File: src/rtl/spi_reg_pkg.sv
// Shared constants and types for the SPI register bank: frame geometry,
// R/W encoding, frame-phase states and the synchroniser depth floor.
package spi_reg_pkg;

    localparam int   SYNC_STAGES_MIN = 2;
    localparam logic RW_WRITE        = 1'b1;

    typedef enum logic [1:0] {
        IDLE,
        ADDR,
        DATA,
        DONE
    } state_e;

    function automatic int frame_w(input int addr_w, input int data_w);
        return 1 + addr_w + data_w;
    endfunction

endpackage

File: src/rtl/spi_sync_edge.sv
// N-flop synchroniser followed by one history flop for rise/fall detection.
// RST_VAL is the idle level of the input so no edge is seen at reset release.
module spi_sync_edge #(
    parameter int   STAGES  = 2,
    parameter logic RST_VAL = 1'b0
) (
    input  logic clk,
    input  logic rst_n,
    input  logic async_i,
    output logic level_o,
    output logic rise_o,
    output logic fall_o
);

    logic [STAGES-1:0] sync_q;
    logic              prev_q;

    always_ff @(posedge clk or negedge rst_n) begin
        if (!rst_n) begin
            sync_q <= {STAGES{RST_VAL}};
            prev_q <= RST_VAL;
        end else begin
            sync_q <= {sync_q[STAGES-2:0], async_i};
            prev_q <= sync_q[STAGES-1];
        end
    end

    assign level_o = sync_q[STAGES-1];
    assign rise_o  = sync_q[STAGES-1] & ~prev_q;
    assign fall_o  = ~sync_q[STAGES-1] & prev_q;

endmodule

File: src/rtl/spi_reg_bank.sv
// SPI mode-0 register bank, fully oversampled in the clk domain: framed
// writes with per-register strobes, read-back on MISO, bad-length reporting.
//
// state | meaning
// IDLE  | deselected, or frame aborted; waiting for cs_n to fall
// ADDR  | shifting in the R/W bit and address
// DATA  | shifting data in; on reads, shifting register contents out
// DONE  | full frame received; extra edges only push the counter to saturation
module spi_reg_bank
    import spi_reg_pkg::*;
#(
    parameter int NUM_REGS    = 5,
    parameter int DATA_W      = 8,
    parameter int ADDR_W      = 7,
    parameter int SYNC_STAGES = 2
) (
    input  logic                       clk,
    input  logic                       rst_n,
    input  logic                       spi_sclk,
    input  logic                       spi_cs_n,
    input  logic                       spi_mosi,
    output logic                       spi_miso,
    output logic                       spi_miso_oe,
    output logic [NUM_REGS*DATA_W-1:0] regs,
    output logic [NUM_REGS-1:0]        wr_stb,
    output logic                       frame_err
);

    localparam int FRAME_W = frame_w(ADDR_W, DATA_W);
    localparam int SYNC_N  = (SYNC_STAGES < SYNC_STAGES_MIN) ? SYNC_STAGES_MIN : SYNC_STAGES;
    localparam int CNT_W   = $clog2(FRAME_W + 2);

    localparam logic [CNT_W-1:0] CNT_ADDR_END = CNT_W'(1 + ADDR_W);
    localparam logic [CNT_W-1:0] CNT_FRAME    = CNT_W'(FRAME_W);
    localparam logic [CNT_W-1:0] CNT_SAT      = CNT_W'(FRAME_W + 1);

    logic sclk_rise, sclk_fall, sclk_lvl_unused;
    logic cs_lvl, cs_rise, cs_fall;
    logic mosi_s, mosi_rise_unused, mosi_fall_unused;

    spi_sync_edge #(.STAGES(SYNC_N), .RST_VAL(1'b0)) u_sync_sclk (
        .clk(clk), .rst_n(rst_n), .async_i(spi_sclk),
        .level_o(sclk_lvl_unused), .rise_o(sclk_rise), .fall_o(sclk_fall)
    );

    spi_sync_edge #(.STAGES(SYNC_N), .RST_VAL(1'b1)) u_sync_cs (
        .clk(clk), .rst_n(rst_n), .async_i(spi_cs_n),
        .level_o(cs_lvl), .rise_o(cs_rise), .fall_o(cs_fall)
    );

    // Same depth as sclk so the sampled bit lines up with the detected rise.
    spi_sync_edge #(.STAGES(SYNC_N), .RST_VAL(1'b0)) u_sync_mosi (
        .clk(clk), .rst_n(rst_n), .async_i(spi_mosi),
        .level_o(mosi_s), .rise_o(mosi_rise_unused), .fall_o(mosi_fall_unused)
    );

    state_e               state_q, state_d;
    logic [CNT_W-1:0]     cnt_q, cnt_d, cnt_inc;
    logic [FRAME_W-1:0]   rx_q, rx_d;
    logic [DATA_W-1:0]    tx_q, tx_d;
    logic                 rw_q, rw_d;
    logic                 miso_q, miso_d;
    logic [DATA_W-1:0]    regs_q [NUM_REGS];
    logic [DATA_W-1:0]    regs_d [NUM_REGS];
    logic [NUM_REGS-1:0]  wr_stb_q, wr_stb_d;
    logic                 frame_err_q, frame_err_d;

    always_comb begin
        state_d     = state_q;
        cnt_d       = cnt_q;
        rx_d        = rx_q;
        tx_d        = tx_q;
        rw_d        = rw_q;
        miso_d      = miso_q;
        regs_d      = regs_q;
        wr_stb_d    = '0;
        frame_err_d = 1'b0;
        cnt_inc     = cnt_q;
        if (cnt_q != CNT_SAT) begin
            cnt_inc = cnt_q + 1'b1;
        end

        if (cs_fall) begin
            state_d = ADDR;
            cnt_d   = '0;
            rx_d    = '0;
            miso_d  = 1'b0;
        end else if (cs_rise) begin
            // A complete frame holds R/W in the top bit and the address below it.
            if (state_q != IDLE) begin
                if (cnt_q == CNT_FRAME) begin
                    if (rx_q[FRAME_W-1] == RW_WRITE) begin
                        for (int i = 0; i < NUM_REGS; i++) begin
                            if (rx_q[FRAME_W-2 -: ADDR_W] == ADDR_W'(i)) begin
                                regs_d[i]   = rx_q[DATA_W-1:0];
                                wr_stb_d[i] = 1'b1;
                            end
                        end
                    end
                end else if (cnt_q != '0) begin
                    frame_err_d = 1'b1;
                end
            end
            state_d = IDLE;
            miso_d  = 1'b0;
        end else if (!cs_lvl && state_q != IDLE) begin
            if (sclk_rise) begin
                rx_d  = {rx_q[FRAME_W-2:0], mosi_s};
                cnt_d = cnt_inc;
                if (state_q == ADDR && cnt_inc == CNT_ADDR_END) begin
                    rw_d  = rx_d[ADDR_W];
                    tx_d  = '0;
                    if (rx_d[ADDR_W] != RW_WRITE) begin
                        for (int i = 0; i < NUM_REGS; i++) begin
                            if (rx_d[ADDR_W-1:0] == ADDR_W'(i)) begin
                                tx_d = regs_q[i];
                            end
                        end
                    end
                    state_d = DATA;
                end else if (state_q == DATA && cnt_inc == CNT_FRAME) begin
                    state_d = DONE;
                end
            end else if (sclk_fall) begin
                if (state_q == DATA && rw_q != RW_WRITE) begin
                    miso_d = tx_q[DATA_W-1];
                    tx_d   = {tx_q[DATA_W-2:0], 1'b0};
                end else begin
                    miso_d = 1'b0;
                end
            end
        end
    end

    always_ff @(posedge clk or negedge rst_n) begin
        if (!rst_n) begin
            state_q     <= IDLE;
            cnt_q       <= '0;
            rx_q        <= '0;
            tx_q        <= '0;
            rw_q        <= 1'b0;
            miso_q      <= 1'b0;
            regs_q      <= '{default: '0};
            wr_stb_q    <= '0;
            frame_err_q <= 1'b0;
        end else begin
            state_q     <= state_d;
            cnt_q       <= cnt_d;
            rx_q        <= rx_d;
            tx_q        <= tx_d;
            rw_q        <= rw_d;
            miso_q      <= miso_d;
            regs_q      <= regs_d;
            wr_stb_q    <= wr_stb_d;
            frame_err_q <= frame_err_d;
        end
    end

    for (genvar g = 0; g < NUM_REGS; g++) begin : g_regs
        assign regs[g*DATA_W +: DATA_W] = regs_q[g];
    end

    assign spi_miso    = miso_q;
    assign spi_miso_oe = ~cs_lvl;
    assign wr_stb      = wr_stb_q;
    assign frame_err   = frame_err_q;

endmodule
File: config.mk
export PLATFORM = sky130hd
export DESIGN_NAME = spi_reg_bank
export DESIGN_NICKNAME = d
export VERILOG_FILES = /design/src/rtl/spi_reg_pkg.sv /design/src/rtl/spi_sync_edge.sv /design/src/rtl/spi_reg_bank.sv
export SDC_FILE = /design/constraint.sdc
export NUM_CORES = 1
export LEC_CHECK = 0
export ABC_AREA = 0
export BUFFER_PORTS_ARGS = -buffer_cell sky130_fd_sc_hd__buf_2
export CORE_MARGIN = 2
export CORE_UTILIZATION = 40
export CTS_CLUSTER_SIZE = 12
export DETAILED_ROUTE_END_ITERATION = 7
export HOLD_SLACK_MARGIN = 0.1
export PLACE_DENSITY = 0.59
export SYNTH_ARGS = -nofsm -noshare
export SYNTH_HDL_FRONTEND = slang
export SYNTH_SLANG_ARGS = --single-unit
File: constraint.sdc
create_clock -name clk -period 5.8 [get_ports clk]
set_input_delay 0.29 -clock clk [delete_from_list [all_inputs] [get_ports clk]]
set_output_delay 0.29 -clock clk [all_outputs]
set_load 0.01 [all_outputs]
======== After elaboration in Yosys (flattened, before gate mapping) ========
Cells that the tools add are included.
operators by class
  add/subtract/negate cells ............... 1
  eq/ne operators ......................... 17
  multiplexer cells ....................... 46
  bitwise gates (word level) .............. 11
  reductions and logical operators ........ 27
operator list
  cell                                                    count
  two-way mux 8 bit                                       10
  two-way mux 16 bit                                      4
  two-way mux 5 bit                                       10
  AND reduction 6 bit                                     6
  == test 7 x 2 -> 1 bit (second input constant)          4
  two-way mux 1 bit                                       16
  == test 7 x 1 -> 1 bit (second input constant)          2
  == test 7 x 3 -> 1 bit (second input constant)          2
  zero test 7 bit                                         2
  two-way mux 2 bit                                       6
  == test 5 bit (second input constant)                   2
  nonzero test 2 bit                                      5
  AND reduction 3 bit                                     3
  nonzero test 3 bit                                      3
  NOT 1 bit                                               7
  adder 5 x 1 -> 5 bit (second input constant)            1
  == test 5 x 4 -> 1 bit (second input constant)          1
  inequality test 5 bit (second input constant)           1
  AND reduction 5 bit                                     1
  nonzero test 5 bit                                      1
  AND 1 bit                                               4
  logical AND 1 bit                                       4
  inequality test 2 x 1 -> 1 bit (second input constant)  2
  nonzero test 4 bit                                      1
  other kinds (4)                                         4
storage, ports and cells
  flip-flop bits (word level) ............. 87
  bits of input ports ..................... 5
  output and inout bits ................... 48
  logic and storage cells ................. 120

======== Depth between registers and ports, before layout ========
Gate-level depths: netlist of the first run.
  depth in word-level cells ............... 10
  depth in mapped cells ................... 9

======== Hierarchy ========
From an unflattened synthesis of the first run, not the netlist that was laid out.
second synthesis, totals
  cells, all modules ...................... 315
  area, all modules ....................... 3910.0 um^2
modules (own cells, without submodules)
  module                            times used  cells an instance  area an instance (um^2)  seq. area each (um^2)
  spi_reg_bank                      1           300                3636.0                   1976.9
  spi_sync_edge at u_sync_mosi ...  2           5                  90.1                     75.1
  spi_sync_edge at u_sync_cs        1           5                  93.8                     78.8

======== Worst setup path before layout of the first run ========
Ideal clock, no wire load.
  path kind ............................... register to register
  from .................................... register cnt_q[0]
  to ...................................... register tx_q[0]
  library setup time ...................... 0.125 ns
  arrival time ............................ 2.402 ns
  data required time ...................... 5.675 ns
  path slack .............................. 3.274 ns
  cell stages (with the launch flop) ...... 8
  path buffers ............................ 0
  clock period less this slack ............ 2.526 ns
  path through ............................ dfrtp_1 > inv_1 > ha_1 > nand2b_1 > or4_4 > a2111oi_4 > a31oi_2 > mux2_2
between the ends
  longest elaborated chain between the ends .. 6
  elaborated cells between the ends (all ways) .. 7
  classes of those cells .................. 1 x add/sub; 3 x eq/ne; 1 x mux; 2 x reduce/logical
ends and longest elaborated chain
  what                                                           RTL line                                source
  from (decl)                                                    spi_reg_bank.sv:58                      logic [CNT_W-1:0] cnt_q, cnt_d, cnt_inc;
  from (signal assigned)                                         spi_reg_bank.sv:148                     cnt_q <= cnt_d;
  adder 5 x 1 -> 5 bit or inequality test 5 bit (tied branches)  spi_reg_bank.sv:80, spi_reg_bank.sv:79
  two-way mux 5 bit *                                            spi_reg_bank.sv:79                      if (cnt_q != CNT_SAT) begin
  == test 5 x 4 -> 1 bit *                                       spi_reg_bank.sv:110                     if (state_q == ADDR && cnt_inc == CNT_ADDR_END) begin
  logical AND 1 bit *                                            spi_reg_bank.sv:110
  inequality test 2 x 1 -> 1 bit (no source line) *              -
  AND reduction 6 bit (no source line) *                         -
  to (signal assigned)                                           spi_reg_bank.sv:150                     tx_q <= tx_d;
  to (decl)                                                      spi_reg_bank.sv:60                      logic [DATA_W-1:0] tx_q, tx_d;
Mark *: on every way between the ends. The rest lies on a longest branch, timed or not.
A chain may end at the register's enable or synchronous reset.

======== Worst setup path in the final report of the first run ========
  from .................................... register cnt_q[0]
  to ...................................... register tx_q[2]
The elaborated chain is that of the path after synthesis.

==> results of run 1 <==
-- metal layers --
metal	up-vias	wire length, um	global-route usage
met1	1380	4443	0.2566
met4	0	76	0.03764
met2	58	3770	0.2376
met5	-	0	0
li1	1265	-	-
met3	5	459	0.06114
-- final timing paths --
path | from | endpoint | cells past startpoint
hold / removal | rst_n | rx_q[14] | 2
min in group clk | u_sync_mosi.sync_q[0] | u_sync_mosi.sync_q[1] | 0
setup / recovery | cnt_q[0] | tx_q[2] | 7
hold reg to reg | u_sync_mosi.sync_q[0] | u_sync_mosi.sync_q[1] | 0
max in group asynchronous | rst_n | regs[0] | 3
setup reg to reg | cnt_q[0] | tx_q[2] | 7
-- power groups by stage --
stage          sequential (W)  clock [W]  combinational (W)
3_3_place_gp         0.000640          0          0.0000643
6_report             0.000629   0.000423          0.0000659
3_5_place_dp         0.000641          0          0.0000648
5_1_grt              0.000631   0.000463          0.0000751
4_1_cts              0.000629   0.000437          0.0000673
2_1_floorplan        0.000632          0          0.0000452
-- synth_stat cells (3+ instances only) --
master,number
dfrtp_1,84
mux2_2,46
a22o_1,16
nand2_1,14
nor2_1,12
a21oi_1,11
clkbuf_1,11
inv_1,11
o21ai_0,11
mux4_2,8
ha_1,7
nand3_1,7
nor3_1,5
o21a_1,4
buf_1,3
dfstp_2,3
mux2i_1,3
nand2b_1,3
nor3b_1,3
o22ai_1,3
or4_1,3
-- layout make-up --
class | count | area (um2) | share of cell area
Multi-Input combinational cell | 197 | 1742 | 0.3753
Timing Repair Buffer | 57 | 310.3 | 0.06686
Clock inverter | 7 | 72.57 | 0.01564
Clock buffer | 9 | 123.9 | 0.02669
Tap cell | 133 | 166.4 | 0.03586
Inverter | 12 | 45.04 | 0.009706
Sequential cell | 87 | 2181 | 0.4699
-- flip-flops by register name, indices dropped and copies added, names as in the netlist --
name and cells:
u_sync_sclk.prev_q 1, spi_miso 1, regs 40, wr_stb 5, rw_q 1, u_sync_sclk.sync_q 2
u_sync_cs.sync_q 2, cnt_q 5, state_q 2, frame_err 1, u_sync_cs.prev_q 1, rx_q 16
u_sync_mosi.sync_q 2, tx_q 8
-- kinds of logic after synthesis --
| logic type | Yosys count | share of synthesized area |
|---|---|---|
| buffers and inverters | 29 | 0.03001 |
| DFF | 87 | 0.5393 |
| muxes | 58 | 0.1829 |
| and+or+nand+nor | 67 | 0.1049 |
| adders and majority gates | 7 | 0.02166 |
| AOI/OAI and AO/OA | 63 | 0.1170 |
| xor gates and xnor gates | 2 | 0.004332 |
-- through the flow --
stage / worst slack [ns] / power [W] / util / hold WS [ns] / instances
floorplan: 3.274 / 0.0006777 / - / -0.005591 / 313
global placement: 3.123 / 0.0007045 / 0.4506 / 0.2020 / 482
detailed placement: 3.040 / 0.0007053 / 0.4506 / 0.2047 / 482
CTS: 3.006 / 0.001133 / 0.4748 / 0.3487 / 502
global route: 2.839 / 0.001169 / 0.4748 / 0.3614 / 502
finish: 3.010 / 0.001117 / 0.4748 / 0.3501 / 502
-- what timing repair did --
action	4_1_cts	5_1_grt
hold buffers	4	0
setup endpoints to repair	0	0
hold endpoints to repair	25	0
==> flow_summary_export.csv, run 1 <==
group,metric,value,unit
critical_path,worst_path_max_delay_cell,"or4_4",
sta,relSlewSlack,0.4386,
die,ios,53,
clock_network,clock-root-buffer,"clkbuf_8",
pwr,switchingPower,0.0003111,W
logic_synthesis,yosysTopAreaCell,"dfrtp_1",
clock_network,ctsResizeCount,0,
sta,slew_violations,0,
pwr,seqPwrFrac,0.563,
clock_network,cts_sinks,87,
critical_path,critPathTopFamily,"compound AO/OA/AOI/OAI gates",
critical_path,end_kind,"flip-flop",
die,die_area,10930,um2
die,core,9774,um2
logic_synthesis,synth_cell_type_count,58,
die,die_w,104.5,um
critical_path,path_buf_inv,1,
logic_synthesis,async_reset_ff_frac,1.000,
placed_design,gp_congestion,0.8042,
route,vias_per_cell,5.394,
finish,final_cell_mix,"dfrtp_1 (84), buf_2 (51), mux2_2 (46)",
pwr,combinationalPowerShare,0.059,
sta,fin_crit,2.790,ns
logic_synthesis,synth_fp_nets,325,
finish,diodes,0,
pwr,pwr_density_cell,240.8,nW/um2
logic_synthesis,ys_ff_latch,87,
finish,drive_gt1_frac,0.3659,
clock_network,clk_latency,0.38,ns
finish,nFillCells,916,
sta,setup_viol,0,
route,wirelength,8.751,mm
sta,worstMarginPinSlew,0.8421,ns
clock_network,tritoncts,"yes",
critical_path,critPathRequiredTime,6.06,ns
global_routing,grt_use_total,0.1713,
die,die_h,104.5,um
finish,final_common_cell,"dfrtp_1",
route,first_pass_iters,5,
placed_design,hpwlAfterDp,5.893,mm
critical_path,cp_max_fo,9,
critical_path,r2r_setup_slack,3.01,ns
clock_network,path_clk_slew,0.10,ns
pwr,intPower,0.0008064,W
route,drc,0,
logic_synthesis,synth_area,4044,um2
finish,synthToLayoutAreaGrowth,14.76,%
logic_synthesis,seq_area_frac_synth,0.5393,
sta,fin_worst_skew,0.01923,ns
finish,finalInstanceArea,4641,um2
clock_network,cts-buffers-inserted,9,
die,initial_core_util,0.4137,
clock_network,clk_path_buf_depth,2,
logic_synthesis,synth_flop_cell,"dfrtp_1",
sta,rsz0062_at_grt,"no",
pwr,p_leak,2.250,nW
placed_design,port_buffers,52,
sta,fmax,0.3584,GHz
sta,tns,0,ns
critical_path,cpPeakStageDelay,0.51,ns
critical_path,crit_type,"reg -> reg",
logic_synthesis,synth_top_area_frac,0.5198,
global_routing,grt_overflow,0,
critical_path,worstPathArrival,3.05,ns
clock_network,cts_setup_buffers,0,
run_status,outcome,"completed",
logic_synthesis,synth_edf_count,0,
pwr,p_clk_frac,0.378,
placed_design,placed_area,4404,um2
route,wl_per_cell,17.43,um
run,maxCapViolations,0,
logic_synthesis,yosys_warnings,0,
pwr,swShare,0.2784,
logic_synthesis,synthCells,313,
logic_synthesis,synth_area_leaders,"dfrtp_1 (52%), mux2_2 (13%), mux4_2 (4.5%)",
critical_path,start_kind,"flip-flop",
route,drtIter0Drc,158,
route,num_vias,2708,
hold_path,hold_path.class,"in -> async",
global_routing,grt_pass1_wl,14.61,mm
logic_synthesis,avgSynthCellArea,12.92,um2
sta,hold_viol,0,
global_routing,grt_pass1_vias,2612,
route,ant_nets,0,
global_routing,grt_max_degree,66,
die,fp-row-count,36,
critical_path,cp_cell_sequence,"inv_1 -> ha_1 -> nand2b_1 -> or4_4 -> a2111oi_4 -> a31oi_2 -> mux2_2",
clock_network,h-tree-depth,3,
sta,period_share,0.4810,
global_routing,antenna_found_initial,0,
finish,fin_nets,376,
pwr,peakVddDrop,0.1631,mV
Power figures use the tool's default switching activity.
==> run 2, diff against run 1 <==
ABC_AREA = 1   (was 0)
clock period = 2.6 ns   (was 5.8 ns; I/O delays follow)
==> run 2 against run 1 <==
Effect of this change:
- register-to-register slack worse by 2.5 ns
- final area rose by 4.9%
- maximum frequency rose by 37%
- non-clock buffer count increased by 2
- global-route usage up 1.9 points
- clock-buffer cell count rose by 3
- sequential share of layout area down 2.2 points
- worst setup slack worse by 2.5 ns
- wire length rose by 14%
- cell count increased by 34%
- worst hold slack better by 0.0010 ns
- largest cell class unchanged
==> flow_summary_export.csv, run 2 <==
group,metric,value,unit
critical_path,path_buf_inv,2,
sta,relSlewSlack,0.5454,
clock_network,cts-buffers-inserted,9,
pwr,power,0.002846,W
critical_path,critPathRequiredTime,2.90,ns
global_routing,grt_max_degree,52,
route,wl_per_cell,14.76,um
sta,worstMarginPinSlew,0.6819,ns
logic_synthesis,synth_cell_type_count,34,
sta,period_share,0.7857,
clock_network,clk_latency,0.36,ns
clock_network,tritoncts,"yes",
pwr,p_leak,2.439,nW
clock_network,cts_sinks,87,
sta,worst_slack,0.5572,ns
route,wirelength,9.963,mm
logic_synthesis,synth_area_leaders,"dfrtp_1 (50%), nand2_1 (11%), nand3_1 (5.1%)",
die,die_w,106.6,um
finish,largest_reg_flops,40,
logic_synthesis,yosys.cell_count.top_type,"nand2_1",
clock_network,ctsResizeCount,0,
hold_path,hold_path.class,"in -> async",
pwr,pwr_density_cell,584.9,nW/um2
clock_network,hold_buffers,4,
placed_design,port_buffers,52,
global_routing,grt_pass1_vias,3367,
placed_design,placed_area,4584,um2
finish,synthToLayoutAreaGrowth,15.61,%
critical_path,cp_cell_sequence,"inv_1 -> ha_1 -> inv_1 -> nor4_2 -> nand2_1 -> a21oi_4 -> nand2_1 -> nand2_1",
clock_network,clock-root-buffer,"clkbuf_8",
logic_synthesis,async_reset_ff_frac,1.000,
critical_path,worst_path_max_delay_cell,"dfstp_2",
clock_network,h-tree-depth,3,
critical_path,end_kind,"flip-flop",
route,first_pass_iters,5,
clock_network,cts_setup_buffers,0,
logic_synthesis,synth_area,4209,um2
critical_path,crit_top_cell,"nand2_1",
sta,fin_crit,2.043,ns
run_status,outcome,"completed",
route,ant_nets,0,
route,drtIter0Drc,193,
finish,nFillCells,1010,
placed_design,place_ws,0.5786,ns
logic_synthesis,synth_edf_count,0,
die,initial_core_util,0.4095,
finish,final_common_cell,"nand2_1",
die,die_area,11360,um2
finish,drive_gt1_frac,0.2468,
critical_path,start_kind,"flip-flop",
pwr,peakVddDrop,0.2871,mV
finish,finalInstanceArea,4866,um2
logic_synthesis,yosys_warnings,0,
logic_synthesis,avgSynthCellArea,8.824,um2
finish,fin_nets,546,
logic_synthesis,synth_fp_nets,489,
critical_path,worstPathArrival,2.35,ns
global_routing,grt_pass1_wl,16.94,mm
logic_synthesis,seq_area_frac_synth,0.5181,
global_routing,grt_use_total,0.1902,
logic_synthesis,yosysTopAreaCell,"dfrtp_1",
route,num_vias,3426,
placed_design,hpwlAfterDp,6.959,mm
global_routing,grt_overflow,0,
finish,diodes,0,
die,die_h,106.6,um
sta,slew_violations,0,
logic_synthesis,synth_top_area_frac,0.4994,
logic_synthesis,synth_flop_cell,"dfrtp_1",
clock_network,path_clk_slew,0.09,ns
critical_path,cp_max_fo,8,
sta,rsz0062_at_grt,"no",
run,maxCapViolations,0,
critical_path,critPathTopFamily,"simple AND/OR/NAND/NOR gates",
placed_design,gp_congestion,0.8327,
critical_path,cpPeakStageDelay,0.58,ns
sta,tns,0,ns
logic_synthesis,yosys-top-cells-count,"nand2_1 (128), dfrtp_1 (84), nand3_1 (43), inv_1 (38), o21ai_0 (22)",
route,drc,0,
logic_synthesis,ys_ff_latch,87,
logic_synthesis,synthCells,477,
sta,hold_viol,0,
sta,setup_viol,0,
route,vias_per_cell,5.076,
die,fp-row-count,37,
critical_path,crit_type,"reg -> reg",
finish,final_cell_mix,"nand2_1 (128), dfrtp_1 (84), buf_2 (51)",
clock_network,clk_path_buf_depth,2,
die,ios,53,
sta,fin_worst_skew,0.01269,ns
sta,fmax,0.4895,GHz
die,core,10280,um2
finish,postLayoutCoreUtil,0.4735,
global_routing,antenna_found_initial,0,
## run 2: routing by layer
metal / vias to the layer above / wire (um) / track usage
li1: 1696 / - / -
met1: 1628 / 4484 / 0.2566
met2: 86 / 4855 / 0.3071
met3: 16 / 406 / 0.02857
met4: 0 / 216 / 0.07978
met5: - / 0 / 0
## run 2: power by group
part           internal [W]  switching [W]  total, W
sequential          0.00138      0.0000296   0.00141
clock              0.000622       0.000490   0.00111
combinational     0.0000911       0.000228  0.000319
## run 2: per-stage QoR
step / std cells / hold WS (ns)
2_1_floorplan: 477 / -0.1656
3_3_place_gp: 655 / 0.2089
3_5_place_dp: 655 / 0.2100
4_1_cts: 675 / 0.3575
5_1_grt: 675 / 0.3630
6_report: 675 / 0.3511
## run 2: kinds of logic after synthesis
kind of cell,share of synthesized area
AND/OR/NAND/NOR,0.2732
AO/OA/AOI/OAI,0.1225
buffers and inverters,0.06540
flip-flops,0.5181
adder cells (fa/ha/maj),0.02081
## run 2: final timing paths
kind,start,endpoint,slack [ns],cells after the start
setup / recovery,u_sync_cs.sync_q[1],tx_q[2],0.56,8
hold / removal,rst_n,regs[19],0.35,2
setup reg to reg,u_sync_cs.sync_q[1],tx_q[2],0.56,8
hold reg to reg,u_sync_sclk.sync_q[0],u_sync_sclk.sync_q[1],0.36,0
max in group asynchronous,rst_n,u_sync_cs.prev_q,1.54,3
min in group clk,u_sync_sclk.sync_q[0],u_sync_sclk.sync_q[1],0.36,0
## run 2: layout make-up
type | count | area (um2) | share of cell area
Timing Repair Buffer | 59 | 337.8 | 0.06943
Sequential cell | 87 | 2181 | 0.4482
Clock inverter | 4 | 76.32 | 0.01569
Clock buffer | 12 | 165.2 | 0.03394
Multi-Input combinational cell | 329 | 1753 | 0.3602
Inverter | 48 | 182.7 | 0.03754
Tap cell | 136 | 170.2 | 0.03497
